<file path="src/rtl/spi_fsm.sv">
// Transaction controller for the SPI slave datapath: decodes one address/RW byte
// then one data byte, and drives the shift-register load, memory write, address latch and MISO enable.
module spi_fsm #(
  parameter int width = 8,
  parameter int cntw  = 3
) (
  input  logic             clk,
  input  logic             rst_n,
  input  logic             cs_n,
  input  logic             sclk_rise,
  input  logic             sclk_fall,
  input  logic [width-1:0] sr_pout,
  output logic             sr_load,
  output logic             dm_we,
  output logic             addr_we,
  output logic [width-2:0] addr,
  output logic             rw,
  output logic             miso_oe,
  output logic             busy
);

  typedef enum logic [2:0] {
    IDLE,
    GET_ADDR,
    DECODE,
    READ_LOAD,
    READ_SHIFT,
    WRITE_GET,
    WRITE_COMMIT,
    DONE
  } state_t;

  localparam logic [cntw-1:0] lastBit = cntw'(width - 1);

  state_t          state;
  state_t          nextState;
  logic [cntw-1:0] bitCount;
  logic [cntw-1:0] nextCount;

  // Next-state and bit-counter logic; a high chip select overrides every other transition.
  always_comb begin
    nextState = state;
    nextCount = bitCount;
    if (cs_n) begin
      nextState = IDLE;
      nextCount = '0;
    end else begin
      case (state)
        IDLE: begin
          nextCount = '0;
          nextState = GET_ADDR;
        end
        GET_ADDR, WRITE_GET: begin
          if (sclk_rise) begin
            if (bitCount == lastBit) begin
              nextCount = '0;
              nextState = (state == GET_ADDR) ? DECODE : WRITE_COMMIT;
            end else begin
              nextCount = bitCount + 1'b1;
            end
          end
        end
        DECODE:       nextState = sr_pout[0] ? READ_LOAD : WRITE_GET;
        READ_LOAD:    nextState = READ_SHIFT;
        READ_SHIFT: begin
          if (sclk_fall) begin
            if (bitCount == lastBit) begin
              nextCount = '0;
              nextState = DONE;
            end else begin
              nextCount = bitCount + 1'b1;
            end
          end
        end
        WRITE_COMMIT: nextState = DONE;
        DONE:         nextState = DONE;
        default: begin
          nextState = IDLE;
          nextCount = '0;
        end
      endcase
    end
  end

  // Outputs are registered from the next state so they equal a Moore decode of the state register.
  always_ff @(posedge clk or negedge rst_n) begin
    if (!rst_n) begin
      state    <= IDLE;
      bitCount <= '0;
      addr     <= '0;
      rw       <= 1'b0;
      sr_load  <= 1'b0;
      dm_we    <= 1'b0;
      addr_we  <= 1'b0;
      miso_oe  <= 1'b0;
      busy     <= 1'b0;
    end else begin
      state    <= nextState;
      bitCount <= nextCount;
      if (state == DECODE) begin
        addr <= sr_pout[width-1:1];
        rw   <= sr_pout[0];
      end
      sr_load <= (nextState == READ_LOAD);
      dm_we   <= (nextState == WRITE_COMMIT);
      addr_we <= (nextState == DECODE);
      miso_oe <= (nextState == READ_SHIFT);
      busy    <= (nextState != IDLE);
    end
  end

endmodule

</file>
<file path="config.mk">
export PLATFORM = sky130hd
export DESIGN_NAME = spi_fsm
export DESIGN_NICKNAME = d
export VERILOG_FILES = /design/src/rtl/spi_fsm.sv
export SDC_FILE = /design/constraint.sdc
export NUM_CORES = 1
export LEC_CHECK = 0
export BUFFER_PORTS_ARGS = -buffer_cell sky130_fd_sc_hd__buf_2
export CAP_MARGIN = 30
export CORE_ASPECT_RATIO = 0.7
export CORE_MARGIN = 5
export CORE_UTILIZATION = 35
export CTS_BUF_LIST = sky130_fd_sc_hd__clkbuf_8
export DETAILED_ROUTE_END_ITERATION = 7
export PLACE_DENSITY = 0.71
export SLEW_MARGIN = 20
export SYNTH_ARGS = -nofsm -noshare
export SYNTH_HDL_FRONTEND = slang
export SYNTH_SLANG_ARGS = --single-unit
</file>
<file path="constraint.sdc">
create_clock -name clk -period 1.7 [get_ports clk]
set_input_delay 0 -clock clk [delete_from_list [all_inputs] [get_ports clk]]
set_output_delay 0 -clock clk [all_outputs]
set_load 0.005 [all_outputs]
</file>
==> impl_metrics.toml <==
[outcome]
status = "finished, final reports clean"

[sta]
fin_crit_sh_pct = 92.87
fmax_mhz = 633.4
post-route-min-period_ns = 1.579
worst_pin_slew_ns = 0.4187
fin_worst_skew_ns = 0.006744
setup_tns_ns = 0
max-slew-margin-rel_pct = 72.09
slew_violations = 0
hold_viol = 0
rsz0062_at_grt = "no"
setup_viol = 0

[clock_tree]
root_buffer = "clkbuf_8"
post_cts_buffers = 0
clkSinkCount = 19
cts_tree = "built"
cts_inserted_buffers = 3
insertion_delay_ns = 0.26
cts_buffer_depth = 2
cts_htree_levels = 1
clk_pin_slew_ns = 0.07

[power]
p_int_mw = 0.6538
p_comb_share_pct = 7.3
seqPwrFrac_pct = 55.7
p_leak_nw = 0.5999
p_clk_share_pct = 37.1
ir_drop_mv = 0.4306
swShare_pct = 21.38
p_switching_mw = 0.1777
p_per_area_mw_per_mm2 = 720.8

[critical_path]
cp_num_buf_inv = 1
cp_data_arrival_time_ns = 1.72
reg2reg_to = "dm_we$_DFF_PN0_"
required_ns = 1.84
cp_slowest_cell = "dfrtp_1"
reg2reg_depth = 6
cp_max_fo = 5
crit_path_end_kind = "flop"
rr_startpoint = "bitCount[0]$_DFFE_PN0P_"
start_kind = "flop"
r2r_slack_ns = 0.12
cp_cell_sequence = "ha_1 -> ha_2 -> a32oi_1 -> a311o_2 -> inv_2 -> and3_1"
slowest_delay_ns = 0.39
crit_family = "compound AO/OA/AOI/OAI gates"
crit_end = "dm_we$_DFF_PN0_"
cp_num_cells = 6
critical_path_class = "flop to flop"
crit_start = "bitCount[0]$_DFFE_PN0P_"

[final_layout]
nNetsFinal = 121
antenna_cells = 0
fin_util_pct = 51.86
syn2layout_area_growth_pct = 37.41
drive_gt1_share_pct = 44.76
filler_cell_count = 205

[synthesis]
synth-compound-area-share_pct = 6.259
synth_nets = 81
syn-cell-area_um2 = 839.6
synthXorXnorAreaFrac_pct = 0
synth_edf_count = 0
synth_top_family_by_area = "simple AND/OR/NAND/NOR gates"
synth_area_leaders = "dfrtp_1 (57%), mux2_2 (11%), ha_1 (3.0%)"
synthMuxAreaShare_pct = 13.11
yosysWarnings = 0
synth_top_area_cell = "dfrtp_1"
async_reset_ff_share_pct = 100.0
yosysTopAreaCellShare_pct = 56.63
synth.most_common_cell = "dfrtp_1"
synth_common_cells = "dfrtp_1 (19), mux2_2 (8), nand2_1 (4), inv_1 (3), nor2_1 (3)"
synthAdderAreaFrac_pct = 2.981
syn_inst = 66
syn_avg_cell_area_um2 = 12.72
synthSimpleGateAreaFrac_pct = 15.65
ys_ff_latch = 19
yosysSeqAreaShare_pct = 56.63
synthFlopType = "dfrtp_1"
synth_cell_types = 26

[detailed_routing]
num_vias = 665
first_iter_violations = 78
avgRoutedWirePerCell_um = 13.55
drt_first_pass_iters = 4
drt_wl_total_mm = 1.857
detail-route-antenna-nets = 0
drc_errors = 0
viasPerCell = 4.854

[die]
core_mm2 = 0.002225
die_width_um = 68.54
io_pins = 26
dieArea_mm2 = 0.003494
start_util_pct = 37.74
rows = 14
chipHeight_um = 50.98

[placed_design]
io_buffers = 25
post-dp-hpwl_mm = 1.332
gp_congestion = 0.8709

[grt]
grt_max_degree = 20
antenna_found_initial = 0
grt_usage_pct = 12.24
grt.overflow.total = 0
grt_pass1_wl_mm = 3.105
first_global_vias = 684

[hold_path]
hold_class = "input pin to asynchronous set/reset pin"

[job]
max-cap-violations = 0
routing by layer:
metal | GRT usage [%] | part of all wire [%] | vias up
met3 | 3.947 | 3.6 | 4
li1 | - | - | 310
met2 | 20.60 | 54 | 19
met5 | 0 | 0 | -
met1 | 13.87 | 41 | 332
met4 | 5.941 | 2.0 | 0
placed cells by master, fill, tap and decap left out, drive strengths merged:
| master | n |
|---|---|
| o31ai | 1 |
| o21ai | 1 |
| inv | 4 |
| a32oi | 2 |
| nand2b | 1 |
| nor2 | 3 |
| dlygate4sd3 | 10 |
| nand2 | 5 |
| and3 | 2 |
| nor2b | 2 |
| mux2 | 8 |
| mux2i | 2 |
| nor4b | 1 |
| clkinv | 1 |
| a311o | 1 |
| ha | 2 |
| a21oi | 1 |
| nor3 | 2 |
| nand4b | 1 |
| clkbuf | 3 |
| nor3b | 3 |
| nor4 | 1 |
| buf | 28 |
| o22ai | 1 |
| dfrtp | 19 |
power groups by stage:
stage / registers [mW] / clock network, mW / logic (mW)
after floorplan: 0.468 / 0 / 0.0164
after global placement: 0.471 / 0 / 0.0409
after detailed placement: 0.472 / 0 / 0.0431
after CTS: 0.463 / 0.324 / 0.0610
after global routing: 0.463 / 0.346 / 0.0682
final: 0.463 / 0.308 / 0.0604
worst min path at each step:
stage / start / depth (start not counted) / end / slack, ns
after floorplan: rst_n / 0 / addr[0]$_DFFE_PN0N_ / -0.30
after global placement: rst_n / 1 / addr[4]$_DFFE_PN0N_ / -0.05
after detailed placement: rst_n / 1 / addr[1]$_DFFE_PN0N_ / -0.03
after CTS: rst_n / 2 / addr[5]$_DFFE_PN0N_ / 0.21
after global routing: rst_n / 2 / state[0]$_DFF_PN0_ / 0.26
final: rst_n / 2 / addr[5]$_DFFE_PN0N_ / 0.21
final cells by class:
type                            count  area, um2  share of cell area [%]
Sequential cell                    19      476.7                   41.32
Multi-Input combinational cell     40      327.8                   28.42
Timing Repair Buffer               38      247.7                   21.48
Clock buffer                        3      41.29                   3.579
Tap cell                           32      40.04                   3.471
Inverter                            4      15.01                   1.302
Clock inverter                      1      5.005                  0.4338
state kept, by name, indices dropped and copies added (netlist names):
name,cells
rw,1
dm_we,1
sr_load,1
state,3
busy,1
miso_oe,1
addr_we,1
addr,7
bitCount,3
cell families (layout without fill, tap and decap cells):
| kind of cell | count (synthesis) | count (layout) |
|---|---|---|
| and+or+nand+nor | 21 | 21 |
| buffers and inverters | 7 | 46 |
| muxes | 10 | 10 |
| AOI/OAI and AO/OA | 7 | 7 |
| DFF | 19 | 19 |
| adders and majority gates | 2 | 2 |
what timing repair did:
action	in CTS	in global routing
resized for setup	0	3
setup endpoints to repair	0	4
hold buffers	10	0
endpoints found under the hold margin	29	0
per-stage QoR:
| stage | cells | power, mW | instance area, um2 | hold slack [ns] | worst slack (ns) |
|---|---|---|---|---|---|
| after floorplan | 66 | 0.4847 | 839.6 | -0.2956 | 0.07293 |
| after global placement | 123 | 0.5120 | 997.2 | -0.04655 | 0.1131 |
| after detailed placement | 123 | 0.5147 | 997.2 | -0.03445 | 0.08355 |
| after CTS | 137 | 0.8473 | 1144 | 0.2147 | 0.02778 |
| after global routing | 137 | 0.8778 | 1154 | 0.2563 | 0.006339 |
| final | 137 | 0.8315 | 1154 | 0.2127 | 0.1211 |
No activity file was read; power rests on OpenSTA's default activity.
